## src/rtl/pc_seq_pkg.sv

```systemverilog
// Shared types for the program-counter sequencer: FSM states, next-PC select codes, PC width.
package pc_seq_pkg;

    localparam int unsigned PC_W = 64;

    typedef enum logic [2:0] {
        ST_IDLE,
        ST_FETCH,
        ST_EXEC,
        ST_UPDATE,
        ST_HALT
    } state_t;

    typedef enum logic [1:0] {
        SEL_SEQ    = 2'd0,
        SEL_BRANCH = 2'd1,
        SEL_JALR   = 2'd2
    } next_sel_t;

endpackage

```

## src/rtl/Adder.sv

```systemverilog
// Plain modulo-2^WIDTH adder shared by the PC datapath.
module Adder #(
    parameter int unsigned WIDTH = 64
) (
    input  logic [WIDTH-1:0] i_a,
    input  logic [WIDTH-1:0] i_b,
    output logic [WIDTH-1:0] o_sum
);

    assign o_sum = i_a + i_b;

endmodule

```

## src/rtl/pc_next_gen.sv

```systemverilog
// Combinational next-PC target generator (PC+4, branch, JALR).
// The misaligned flag port exists only when PC_TRAP_EN is defined.
module pc_next_gen
    import pc_seq_pkg::*;
(
    input  logic [PC_W-1:0] i_pc,
    input  logic [PC_W-1:0] i_immediate,
    input  logic [PC_W-1:0] i_jalr_target,
    input  next_sel_t       i_sel,
    output logic [PC_W-1:0] o_target,
    output logic [PC_W-1:0] o_pc_plus4
`ifdef PC_TRAP_EN
    ,
    output logic            o_misaligned
`endif
);

    logic [PC_W-1:0] w_branch_off;
    logic [PC_W-1:0] w_branch_target;

    // Immediate is in halfwords; the shifted-out top bit is discarded (mod 2^64).
    assign w_branch_off = i_immediate << 1;

    Adder #(.WIDTH(PC_W)) u_add_seq (
        .i_a   (i_pc),
        .i_b   (PC_W'(4)),
        .o_sum (o_pc_plus4)
    );

    Adder #(.WIDTH(PC_W)) u_add_branch (
        .i_a   (i_pc),
        .i_b   (w_branch_off),
        .o_sum (w_branch_target)
    );

    always_comb begin
        o_target = o_pc_plus4;
        case (i_sel)
            SEL_BRANCH: o_target = w_branch_target;
            SEL_JALR:   o_target = i_jalr_target & ~PC_W'(1);
            default:    o_target = o_pc_plus4;
        endcase
    end

`ifdef PC_TRAP_EN
    assign o_misaligned = |o_target[1:0];
`endif

endmodule

```

## src/rtl/pc_sequencer.sv

```systemverilog
// Multi-cycle PC fetch/update controller: IDLE -> FETCH -> EXEC -> UPDATE -> (FETCH | HALT).
// Optional misaligned-target trap redirect enabled by defining PC_TRAP_EN.
module pc_sequencer
    import pc_seq_pkg::*;
#(
    parameter logic [63:0] RESET_PC    = 64'h0
`ifdef PC_TRAP_EN
    ,
    parameter logic [63:0] TRAP_VECTOR = 64'h100
`endif
) (
    input  logic        clk,
    input  logic        reset,
    output logic        imem_req,
    output logic [63:0] imem_addr,
    input  logic        imem_ready,
    output logic        instr_issue,
    input  logic        ex_done,
    input  logic        branch_taken,
    input  logic        is_jalr,
    input  logic [63:0] immediate,
    input  logic [63:0] jalr_target,
    input  logic        halt,
    output logic [63:0] pc,
    output logic [63:0] pc_plus4,
    output logic        pc_we,
    output logic        halted
`ifdef PC_TRAP_EN
    ,
    output logic        trap
`endif
);

    state_t          r_state;
    state_t          w_state_nxt;
    logic [PC_W-1:0] r_pc;
    logic [PC_W-1:0] r_next_pc_q;
    logic            r_halt_q;
    next_sel_t       w_sel;
    logic [PC_W-1:0] w_target;
    logic [PC_W-1:0] w_pc_plus4;
`ifdef PC_TRAP_EN
    logic            r_trap_q;
    logic            w_misaligned;
`endif

    assign w_sel = is_jalr      ? SEL_JALR   :
                   branch_taken ? SEL_BRANCH : SEL_SEQ;

    pc_next_gen u_next_gen (
        .i_pc          (r_pc),
        .i_immediate   (immediate),
        .i_jalr_target (jalr_target),
        .i_sel         (w_sel),
        .o_target      (w_target),
        .o_pc_plus4    (w_pc_plus4)
`ifdef PC_TRAP_EN
        ,
        .o_misaligned  (w_misaligned)
`endif
    );

    always_ff @(posedge clk) begin
        if (reset) begin
            r_state <= ST_IDLE;
        end else begin
            r_state <= w_state_nxt;
        end
    end

    always_comb begin
        w_state_nxt = r_state;
        case (r_state)
            ST_IDLE:   w_state_nxt = ST_FETCH;
            ST_FETCH:  if (imem_ready) w_state_nxt = ST_EXEC;
            ST_EXEC:   if (ex_done) w_state_nxt = ST_UPDATE;
            ST_UPDATE: w_state_nxt = r_halt_q ? ST_HALT : ST_FETCH;
            ST_HALT:   w_state_nxt = ST_HALT;
            default:   w_state_nxt = ST_IDLE;
        endcase
    end

    always_comb begin
        imem_req    = (r_state == ST_FETCH);
        instr_issue = (r_state == ST_FETCH) & imem_ready;
        pc_we       = (r_state == ST_UPDATE);
        halted      = (r_state == ST_HALT);
`ifdef PC_TRAP_EN
        trap        = (r_state == ST_UPDATE) & r_trap_q;
`endif
    end

    // Target is captured at ex_done so UPDATE commits it even if control inputs move on.
    always_ff @(posedge clk) begin
        if (reset) begin
            r_pc        <= RESET_PC;
            r_next_pc_q <= '0;
            r_halt_q    <= 1'b0;
`ifdef PC_TRAP_EN
            r_trap_q    <= 1'b0;
`endif
        end else begin
            if (r_state == ST_EXEC && ex_done) begin
                r_halt_q    <= halt;
`ifdef PC_TRAP_EN
                r_next_pc_q <= w_misaligned ? TRAP_VECTOR : w_target;
                r_trap_q    <= w_misaligned;
`else
                r_next_pc_q <= w_target;
`endif
            end
            if (r_state == ST_UPDATE) begin
                r_pc <= r_next_pc_q;
            end
        end
    end

    assign pc        = r_pc;
    assign imem_addr = r_pc;
    assign pc_plus4  = w_pc_plus4;

endmodule

```

## config.mk

```make
export PLATFORM = sky130hd
export DESIGN_NAME = pc_sequencer
export DESIGN_NICKNAME = d
export VERILOG_FILES = /design/src/rtl/pc_seq_pkg.sv /design/src/rtl/Adder.sv /design/src/rtl/pc_next_gen.sv /design/src/rtl/pc_sequencer.sv
export SDC_FILE = /design/constraint.sdc
export NUM_CORES = 1
export LEC_CHECK = 0
export CAP_MARGIN = 10
export CORE_MARGIN = 2
export CORE_UTILIZATION = 35
export DETAILED_ROUTE_END_ITERATION = 8
export HOLD_SLACK_MARGIN = 0.06
export PLACE_DENSITY_LB_ADDON = 0.3
export SLEW_MARGIN = 20
export SYNTH_ARGS = -nofsm -noshare
export SYNTH_HDL_FRONTEND = slang
export SYNTH_SLANG_ARGS = --single-unit
```

## constraint.sdc

```tcl
create_clock -name clk -period 7.55 [get_ports clk]
set_input_delay 2.265 -clock clk [delete_from_list [all_inputs] [get_ports clk]]
set_output_delay 2.265 -clock clk [all_outputs]
set_load 0.01 [all_outputs]
```

# --- Word level (Yosys, flattened, before mapping) ---
# Index checks and enable logic that the tools add are counted.
# Widths: inputs -> output; s select.
classes:
  n_addsub: 2
  eq_ne: 8
  mux: 7
  n_bitwise: 1
  reduce_logical: 3
op_table:
  columns: ["cell", "n"]
  rows:
  - ["$pmux 64 s2", 1]
  - ["$add 64x3->64 const B", 1]
  - ["$add 64x64->64", 1]
  - ["$pmux 3 s5", 1]
  - ["$mux 3", 3]
  - ["$eq 3x2->1 const B", 2]
  - ["$eq 3x1->1 const B", 1]
  - ["$eq 3x3->1 const B", 1]
  - ["$logic_not 3->1", 1]
  - ["$eq 2x1->1 const B", 1]
  - ["$eq 2x2->1 const B", 1]
  - ["$mux 2", 1]
  - ["$ne 2x1->1 const B", 1]
  - ["$ne 2x2->1 const B", 1]
  - ["$reduce_and 2->1", 1]
  - ["$and 1x1->1", 1]
  - ["$logic_and 1x1->1", 1]
  - ["$mux 1", 1]
totals:
  register_bits: 132
  in_bits: 135
  out_inout_bits: 196
  elab_cells: 25

# --- Depth between registers and ports, before layout ---
# Gate-level depths: netlist of the first run.
depth:
  word_depth: 4
  depth_mapped: 13
  ltp_nobuf: 13

# --- Modules after synthesis ---
# A second synthesis of the first run with hierarchy kept.
hier_totals:
  hier_cells: 1938
  area_unflattened_um2: 15044.4
modules_own_cells:
  columns: ["module", "n_inst", "cells_per_inst", "area_per_inst_um2", "seq_area_each_um2"]
  rows:
  - ["pc_sequencer", 1, 571, 6034.5, 2642.5]
  - ["Adder at u_next_gen.u_add_branch", 1, 579, 3902.5, 0.0]
  - ["Adder at u_next_gen.u_add_seq", 1, 562, 3723.6, 0.0]
  - ["pc_next_gen", 1, 226, 1383.8, 0.0]

# --- Least setup slack after synthesis of the first run ---
# OpenSTA, ideal clock, no wires.
synth_timing:
  path_type: "input port to output port"
  from: "input port imem_ready"
  to: "output port instr_issue"
  arrival_ns: 2.642
  t_required_ns: 5.285
  setup_slack_ns: 2.643
  path_stages: 2
  n_path_buf: 0
  cell_sequence: "nor2b_1 and3b_1"
synth_via:
  elab_chain_len: 1
synth_rtl:
  columns: ["element", "line", "rtl"]
  rows:
  - ["from (decl)", "pc_sequencer.sv:16", "input logic imem_ready,"]
  - ["$and 1x1->1", "pc_sequencer.sv:85", "instr_issue = (r_state == ST_FETCH) & imem_ready;"]
  - ["to (decl)", "pc_sequencer.sv:17", "output logic instr_issue,"]
# No other way between the ends.

# --- Final worst setup path of the first run ---
layout_timing:
  from: "register r_pc[2], in the netlist imem_addr[2]"
  to: "output port pc_plus4[46]"
layout_via:
  elab_chain_len: 1
layout_rtl:
  columns: ["element", "line", "rtl"]
  rows:
  - ["from (decl)", "pc_sequencer.sv:36", "logic [PC_W-1:0] r_pc;"]
  - ["from (signal assigned)", "pc_sequencer.sv:113", "r_pc <= r_next_pc_q;"]
  - ["$add 64x3->64", "Adder.sv:10", "assign o_sum = i_a + i_b;"]
  - ["to (decl)", "pc_sequencer.sv:25", "output logic [63:0] pc_plus4,"]
# No other way between the ends.

==> impl_metrics.env, run 1 <==
export IMPL_drt_pass1_iter_count=5
export IMPL_hold_violations=0
export IMPL_core_area_sq_um=30700
export IMPL_cts_setup_buffers=0
export IMPL_synth_top_cells_by_area="dfxtp_1 (24%), nand2_1 (9.3%), a21oi_1 (8.8%)"
export IMPL_hold_start="r_next_pc_q[36]$_SDFFE_PP0P_"
export IMPL_ys_flop_type="dfxtp_1"
export IMPL_ys_types=82
export IMPL_htree_levels=4
export IMPL_cts_buffer_depth=2
export IMPL_n_fill_cell=3050
export IMPL_synth_largest_area_cell="dfxtp_1"
export IMPL_routed_wl_um=41200
export IMPL_die_x_um=181
export IMPL_p_leak_nw=5.57
export IMPL_drcViolationCount=0
export IMPL_insertion_delay_ns=0.42
export IMPL_cts_root_buf="clkbuf_16"
export IMPL_status="finished clean"
export IMPL_ys_async_sr_fraction_pct=0
export IMPL_ctsResizeCount=0
export IMPL_syn_area_per_cell_sq_um=7.26
export IMPL_synth_top_cell_area_share_pct=24.1
export IMPL_dieArea_sq_um=32700
export IMPL_ys_top_cells_by_count="nand2_1 (271), a21oi_1 (192), dfxtp_1 (132)"
export IMPL_synth_cell_area_sq_um=11000
export IMPL_place_ws_ns=1.46
export IMPL_die_h_um=181
export IMPL_pin_count=331
export IMPL_fmax_mhz=168
export IMPL_min_to="r_next_pc_q[36]$_SDFFE_PP0P_"
export IMPL_fin_crit_sh_pct=78.6
export IMPL_drv_slew=0
export IMPL_syn_to_final_growth_pct=32.8
export IMPL_drive_above_1_share_pct=5.04
export IMPL_ys_warnings_count=0
export IMPL_cp_start_kind="flop"
export IMPL_grt_max_degree=65
export IMPL_rsz0062_at_grt="false"
export IMPL_synth_most_common_cell="nand2_1"
export IMPL_setup_violations=0
export IMPL_ctsHoldBuffers=0
export IMPL_cp_arrival_ns=3.67
export IMPL_nets=1912
export IMPL_wl_per_cell_um=19.4
export IMPL_ir_worst_vdd_mv=0.138
export IMPL_final_antenna_net_count=0
export IMPL_grt_overflow_total=0
export IMPL_powerDensity_nw_per_um2=124
export IMPL_initial_core_util_pct=35.7
export IMPL_clock_skew_ns=0.0152
export IMPL_cp_required_ns=5.29
export IMPL_clk_pin_slew_ns=0.06
export IMPL_cts_tree="done"
export IMPL_holdPathStages=2
export IMPL_setup_ws_ns=1.61
export IMPL_reg2reg_setup_slack_ns=3.48
export IMPL_hold_class="reg -> reg"
export IMPL_syn_nets=1708
export IMPL_cp_max_fo=9
export IMPL_utilization_pct=47.4
export IMPL_cap_viol_max_count=0
export IMPL_vias=11800
export IMPL_rr_worst_depth=12
export IMPL_r2r_start="imem_addr[2]$_SDFFE_PP0P_"
export IMPL_fp_row_count=64
export IMPL_ys_ff_latch=132
export IMPL_drtIter0Drc=797
export IMPL_hpwl_um=30100
export IMPL_tns_ns=0
export IMPL_worstMarginPinSlew_ns=0.992
export IMPL_synth_edf_count=0
export IMPL_cts_buffers=17
export IMPL_track_usage_pct=24.6
export IMPL_yosysSeqAreaShare_pct=24.1
export IMPL_antenna_found_initial=1
export IMPL_cts_sinks=132
export IMPL_synth_cells=1509
export IMPL_relSlewSlack_pct=33.8
export IMPL_viasPerCell=5.58
export IMPL_rr_endpoint="r_next_pc_q[57]$_SDFFE_PP0P_"
export IMPL_cp_end_kind="output pin"
export IMPL_critPathKind="reg -> out"
export IMPL_fin_crit_ns=5.94
export IMPL_port_buffers=328
export IMPL_grt_pass1_wl_um=64400
export IMPL_grt_pass1_vias=11500
export IMPL_place_congestion=0.902
==> registers in the layout (all words and copies together) (netlist names) <==
| name | flops |
|---|---|
| imem_addr | 64 |
| r_halt_q | 1 |
| r_next_pc_q | 64 |
| r_state | 3 |
==> kinds of logic after synthesis <==
| group | share of synthesized area (%) |
|---|---|
| mux | 0.640 |
| compound gates | 26.5 |
| fa+ha+maj | 7.38 |
| flops | 24.1 |
| xor+xnor | 9.30 |
| buf+inv | 8.56 |
| simple gates | 23.5 |
==> cells in the final DEF, fill, tap and decap left out, types with 9 or more instances in the layout <==
master,instances
clkdlybuf4s50_1,325
o21ai_0,69
and2_1,9
o211ai_1,21
a221o_1,10
nand4_1,22
a221oi_1,9
nand2b_1,13
nor2_1,111
a21o_1,32
and3_1,20
nand2_1,271
buf_4,14
dfxtp_1,132
o21bai_1,17
nand3_1,29
xor2_1,33
o221ai_1,11
clkbuf_16,17
a21oi_1,192
inv_1,23
xnor2_1,74
ha_1,63
a211oi_1,23
nor3_1,29
o21ai_1,9
==> power by group <==
group          leakage, nW  internal, mW  total (mW)  switching (mW)
Clock                0.270         0.465       0.822           0.357
Sequential            1.07         0.707       0.716         0.00845
Combinational         4.24         0.122       0.273           0.151
Total                 5.57          1.29        1.81           0.517
==> per-stage QoR <==
stage               instance area, sq um  cells  power, mW  hold WS [ns]
finish                             14600   2122       1.81         0.441
global route                       14600   2122       1.88         0.458
floorplan                          11000   1509      0.872         0.415
CTS                                14500   2121       1.82         0.441
detailed placement                 14000   2090       1.00         0.432
global placement                   14000   2090       1.00         0.432
==> per-layer routing <==
| metal | global-route usage, % | vias up | part of all wire [%] | routed length [um] |
|---|---|---|---|---|
| li1 | - | 5719 | - | - |
| met1 | 34.2 | 5590 | 46 | 19100 |
| met2 | 39.5 | 477 | 46 | 18700 |
| met3 | 3.43 | 48 | 6.3 | 2610 |
| met4 | 7.14 | 0 | 1.8 | 738 |
| met5 | 0 | - | 0 | 0 |
==> worst max-delay path, stage by stage, from the launching register on <==
cell and delay, ns:
dfxtp_1 0.58, ha_1 0.36, nand3_1 0.24, nor4_4 0.58
and2_1 0.34, nand2_1 0.17, nor2_1 0.14, xor2_1 0.23
clkdlybuf4s50_1 0.60
==> worst max-delay path by stage <==
stage | from | to | slack [ns] | cells after the start
6_report | imem_addr[2]$_SDFFE_PP0P_ | pc_plus4[46] | 1.61 | 8
5_1_grt | imem_addr[2]$_SDFFE_PP0P_ | pc_plus4[46] | 1.38 | 8
4_1_cts | imem_addr[2]$_SDFFE_PP0P_ | pc_plus4[46] | 1.57 | 8
3_5_place_dp | immediate[0] | r_next_pc_q[57]$_SDFFE_PP0P_ | 1.46 | 14
3_3_place_gp | immediate[0] | r_next_pc_q[57]$_SDFFE_PP0P_ | 1.48 | 14
2_1_floorplan | imem_ready | instr_issue | 2.64 | 2
==> final cells by class <==
| type | count | area, sq um | area share, % |
|---|---|---|---|
| well taps | 396 | 495 | 3.41 |
| inverters | 25 | 93.8 | 0.645 |
| clock buffers | 18 | 439 | 3.02 |
| diodes | 1 | 2.50 | 0.0172 |
| multi-input cells | 1196 | 7380 | 50.8 |
| repair buffers | 341 | 3370 | 23.1 |
| flip-flops and latches | 132 | 2640 | 18.2 |
| clock inverters | 13 | 124 | 0.851 |
Power figures use the tool's default switching activity.
==> inputs of run 2 (changes only) <==
- clock period: 7.55 -> 5.53 ns (I/O delays scaled with it)
==> impl_metrics.env, run 2 (synthesis gave the netlist of run 1 again) <==
export IMPL_die_h_um=181
export IMPL_ir_worst_vdd_mv=0.195
export IMPL_drcViolationCount=0
export IMPL_hold_class="reg -> reg"
export IMPL_nets=1929
export IMPL_fin_crit_ns=5.31
export IMPL_cp_arrival_ns=3.65
export IMPL_relSlewSlack_pct=40.2
export IMPL_drt_pass1_iter_count=7
export IMPL_grt_pass1_wl_um=64400
export IMPL_critPathKind="reg -> out"
export IMPL_grt_pass1_vias=11200
export IMPL_fp_row_count=64
export IMPL_cp_start_kind="flop"
export IMPL_cts_buffer_depth=2
export IMPL_rsz0062_at_grt="false"
export IMPL_worstMarginPinSlew_ns=0.897
export IMPL_final_antenna_net_count=0
export IMPL_drtIter0Drc=808
export IMPL_cts_buffers=17
export IMPL_final_common_cell="clkdlybuf4s50_1"
export IMPL_antenna_cells=0
export IMPL_ctsHoldBuffers=0
export IMPL_reg2reg_setup_slack_ns=1.86
export IMPL_syn_to_final_growth_pct=34.2
export IMPL_tns_ns=0
export IMPL_drive_above_1_share_pct=5.91
export IMPL_cts_sinks=132
export IMPL_dieArea_sq_um=32700
export IMPL_grt_overflow_total=0
export IMPL_routed_wl_um=42100
export IMPL_status="finished clean"
export IMPL_hold_violations=0
export IMPL_cp_max_fo=9
export IMPL_whs_ns=0.443
export IMPL_fin_crit_sh_pct=96.0
export IMPL_track_usage_pct=24.6
export IMPL_vias=12000
export IMPL_power_mw=2.54
export IMPL_cts_root_buf="clkbuf_16"
export IMPL_clock_skew_ns=0.0192
export IMPL_cap_viol_max_count=0
export IMPL_cts_tree="done"
export IMPL_insertion_delay_ns=0.43
export IMPL_cp_required_ns=3.87
export IMPL_htree_levels=4
export IMPL_initial_core_util_pct=35.7
export IMPL_fmax_mhz=188
export IMPL_port_buffers=328
export IMPL_viasPerCell=5.62
export IMPL_cts_setup_buffers=0
export IMPL_clk_pin_slew_ns=0.07
export IMPL_powerDensity_nw_per_um2=173
export IMPL_hpwl_um=30400
export IMPL_die_x_um=181
export IMPL_cp_end_kind="output pin"
export IMPL_pin_count=331
export IMPL_final_cell_mix="clkdlybuf4s50_1 (325), nand2_1 (271), a21oi_1 (192), dfxtp_1 (132), nor2_1 (112)"
export IMPL_grt_max_degree=65
export IMPL_drv_slew=0
export IMPL_setup_violations=0
export IMPL_wl_per_cell_um=19.7
export IMPL_antenna_found_initial=0
export IMPL_place_congestion=0.899
export IMPL_ctsResizeCount=0
export IMPL_core_area_sq_um=30700
export IMPL_p_leak_nw=5.67
-- run 2: cell types whose count changed in the layout (fill, tap and decap cells not counted), sizes merged --
| cell | previous run | this run |
|---|---|---|
| clkinvlp | 3 | 2 |
| clkinv | 5 | 3 |
| bufinv | 1 | 2 |
| diode | 1 | 0 |
| inv | 29 | 32 |
| buf | 16 | 33 |
-- run 2: worst max-delay path: stages, from the launching register on --
cell	delay [ns]
dfxtp_1	0.53
and4_1	0.34
nand4_2	0.27
nor4_4	0.64
nand2_4	0.22
nor2_8	0.27
nand4_1	0.15
xnor2_1	0.23
clkdlybuf4s50_1	0.57
-- run 2: where the power goes --
group / total, mW / switching [mW] / leakage, nW / internal (mW)
sequential: 0.977 / 0.0115 / 1.07 / 0.966
clock: 1.19 / 0.507 / 0.285 / 0.679
combinational: 0.378 / 0.211 / 4.32 / 0.168
total: 2.54 / 0.729 / 5.67 / 1.81
-- run 2: path summary, 6_finish.rpt --
check / cells after the start / start / end
max: 8 / imem_addr[4]$_SDFFE_PP0P_ / pc_plus4[55]
min: 2 / r_next_pc_q[36]$_SDFFE_PP0P_ / r_next_pc_q[36]$_SDFFE_PP0P_
max reg2reg: 13 / imem_addr[2]$_SDFFE_PP0P_ / r_next_pc_q[59]$_SDFFE_PP0P_
min reg2reg: 2 / r_next_pc_q[36]$_SDFFE_PP0P_ / r_next_pc_q[36]$_SDFFE_PP0P_
-- run 2: final cells by class --
cell class | instances | area (sq um)
Clock buffer | 18 | 429
Multi-Input combinational cell | 1196 | 7380
Fill cell | 3079 | 16000
Inverter | 25 | 93.8
Timing Repair Buffer | 358 | 3500
Sequential cell | 132 | 2640
Clock inverter | 14 | 165
Tap cell | 396 | 495
-- run 2: through the flow --
| stage | std cells | setup slack, ns | instance area, sq um | utilization (%) |
|---|---|---|---|---|
| detailed placement | 2107 | 0.282 | 14100 | 46.0 |
| finish | 2139 | 0.221 | 14700 | 47.9 |
| floorplan | 1509 | 1.41 | 11000 | - |
| CTS | 2139 | 0.174 | 14700 | 47.9 |
| global route | 2139 | 0.0367 | 14700 | 47.9 |
| global placement | 2107 | 0.289 | 14100 | 46.0 |
-- run 2: per-layer routing --
layer  GRT usage [%]  routed length (um)
met3            3.85                2740
met4            5.38                 549
met2            39.9               19200
met5               0                   0
met1            34.4               19600
==> inputs of run 3 (changes only) <==
- CELL_PAD_IN_SITES_DETAIL_PLACEMENT: not set -> 0
- CELL_PAD_IN_SITES_GLOBAL_PLACEMENT: not set -> 2
- CORE_UTILIZATION: 35 -> 26
- PLACE_DENSITY_LB_ADDON: 0.3 -> 0.1
==> impl_metrics.env, run 3 (synthesis gave the netlist of run 1 again) <==
export IMPL_status="finished clean"
export IMPL_comb_power_share_pct=14.6
export IMPL_p_int_mw=1.91
export IMPL_final_common_cell="clkdlybuf4s50_1"
export IMPL_worstMarginPinSlew_ns=0.930
export IMPL_cp_slowest_cell="dfxtp_1"
export IMPL_die_x_um=209
export IMPL_cts_sinks=132
export IMPL_hpwl_um=35700
export IMPL_core_area_sq_um=41800
export IMPL_insertion_delay_ns=0.45
export IMPL_top_usage_layer="met2"
export IMPL_clk_pin_slew_ns=0.06
export IMPL_port_buffers=328
export IMPL_dieArea_sq_um=43800
export IMPL_antenna_found_initial=2
export IMPL_tns_ns=0
export IMPL_cts_buffers=17
export IMPL_hold_class="reg -> reg"
export IMPL_setup_ws_ns=0.300
export IMPL_path_cells="ha_1 -> nand3_1 -> nor4_4 -> buf_4 -> and2_1 -> nand2_1 -> nor2_1 -> xor2_1 -> clkdlybuf4s50_1"
export IMPL_power_switching_mw=0.743
export IMPL_routed_wl_um=48600
export IMPL_n_fill_cell=4493
export IMPL_die_h_um=209
export IMPL_cap_viol_max_count=0
export IMPL_cp_end_kind="output pin"
export IMPL_cp_arrival_ns=3.57
export IMPL_fmax_mhz=191
export IMPL_cts_root_buf="clkbuf_16"
export IMPL_place_congestion=0.828
export IMPL_htree_levels=4
export IMPL_p_seq_share_pct=36.9
export IMPL_clkPwrFrac_pct=48.5
export IMPL_cp_max_fo=9
export IMPL_clock_skew_ns=0.0112
export IMPL_setup_violations=0
export IMPL_critPathKind="reg -> out"
export IMPL_relSlewSlack_pct=38.0
export IMPL_drtIter0Drc=642
export IMPL_drv_slew=0
export IMPL_ctsResizeCount=0
export IMPL_final_antenna_net_count=0
export IMPL_power_switching_share_pct=28.0
export IMPL_ir_worst_vdd_mv=0.200
export IMPL_place_ws_ns=0.168
export IMPL_drt_pass1_iter_count=5
export IMPL_final_cell_mix="clkdlybuf4s50_1 (325), nand2_1 (271), a21oi_1 (192), dfxtp_1 (132), nor2_1 (112)"
export IMPL_drcViolationCount=0
export IMPL_wl_per_cell_um=21.2
export IMPL_fin_crit_sh_pct=94.6
export IMPL_viasPerCell=5.07
export IMPL_initial_core_util_pct=26.2
export IMPL_vias=11600
export IMPL_grt_pass1_wl_um=73700
export IMPL_nets=1940
export IMPL_powerDensity_nw_per_um2=177
export IMPL_pin_count=331
export IMPL_track_usage_pct=22.1
export IMPL_rsz0062_at_grt="false"
export IMPL_cp_start_kind="flop"
export IMPL_grt_pass1_vias=11700
export IMPL_grt_max_degree=66
export IMPL_max_stage_delay_ns=0.59
export IMPL_syn_to_final_growth_pct=37.0
export IMPL_drive_above_1_share_pct=6.56
export IMPL_fin_crit_ns=5.23
export IMPL_cts_tree="done"
export IMPL_use_met3_pct=3.20
export IMPL_grt_util_met1_pct=31.6
export IMPL_hold_violations=0
export IMPL_cp_required_ns=3.87
export IMPL_fp_row_count=75
export IMPL_grt_overflow_total=0
export IMPL_p_leak_nw=5.76
export IMPL_cts_buffer_depth=2
export IMPL_grtUsageMet2_pct=35.2
[run 3: changes by cell type in the layout (fill, tap and decap cells not counted), sizes merged]
cell / before / now
bufinv: 2 / 4
clkinvlp: 2 / 1
inv: 32 / 30
diode: 0 / 1
buf: 33 / 44
clkinv: 3 / 4
[run 3: worst paths after layout]
check	start	endpoint	slack (ns)	depth (start not counted)
max	imem_addr[2]$_SDFFE_PP0P_	pc_plus4[46]	0.30	9
min	r_next_pc_q[36]$_SDFFE_PP0P_	r_next_pc_q[36]$_SDFFE_PP0P_	0.44	2
max reg2reg	imem_addr[2]$_SDFFE_PP0P_	r_next_pc_q[57]$_SDFFE_PP0P_	1.70	12
min reg2reg	r_next_pc_q[36]$_SDFFE_PP0P_	r_next_pc_q[36]$_SDFFE_PP0P_	0.44	2
[run 3: critical path: cells and delay by family (launching register included)]
family	cells	cell delay (ns)
adders and majority gates	1	0.37
xor gates and xnor gates	1	0.22
buffers and inverters	2	0.79
and+or+nand+nor	5	1.14
DFF	1	0.59
[run 3: power by group through the flow]
stage	Combinational (mW)	Clock (mW)	Sequential, mW
2_1_floorplan	0.196	0	0.994
5_1_grt	0.424	1.35	0.979
4_1_cts	0.392	1.32	0.977
6_report	0.387	1.29	0.977
3_3_place_gp	0.391	0	0.998
3_5_place_dp	0.390	0	0.999
[run 3: area by class of cell]
class / count / area, sq um / area share [%]
Tap cell: 539 / 674 / 4.49
Antenna cell: 1 / 2.50 / 0.0167
Multi-Input combinational cell: 1196 / 7380 / 49.2
Clock buffer: 18 / 439 / 2.93
Sequential cell: 132 / 2640 / 17.6
Timing Repair Buffer: 369 / 3580 / 23.8
Clock inverter: 14 / 199 / 1.33
Inverter: 25 / 93.8 / 0.625
[run 3: routing by layer]
layer / part of all wire (%) / vias up
li1: - / 5746
met1: 50 / 5553
met2: 45 / 296
met3: 3.8 / 28
met4: 1.1 / 2
met5: 0.027 / -
[run 3: timing repair]
| action | 4_1_cts | 5_1_grt |
|---|---|---|
| hold buffers | 0 | 0 |
| endpoints found under the setup margin | 0 | 2 |
| setup buffers | 0 | 2 |
[run 3: metrics by stage]
stage	area, sq um	std cells	power, mW	hold WS [ns]	util [%]
floorplan	11000	1509	1.19	0.415	-
global placement	14400	2259	1.39	0.433	34.4
detailed placement	14400	2259	1.39	0.433	34.4
CTS	15000	2291	2.69	0.442	35.9
global route	15000	2294	2.75	0.464	35.9
finish	15000	2294	2.65	0.442	35.9
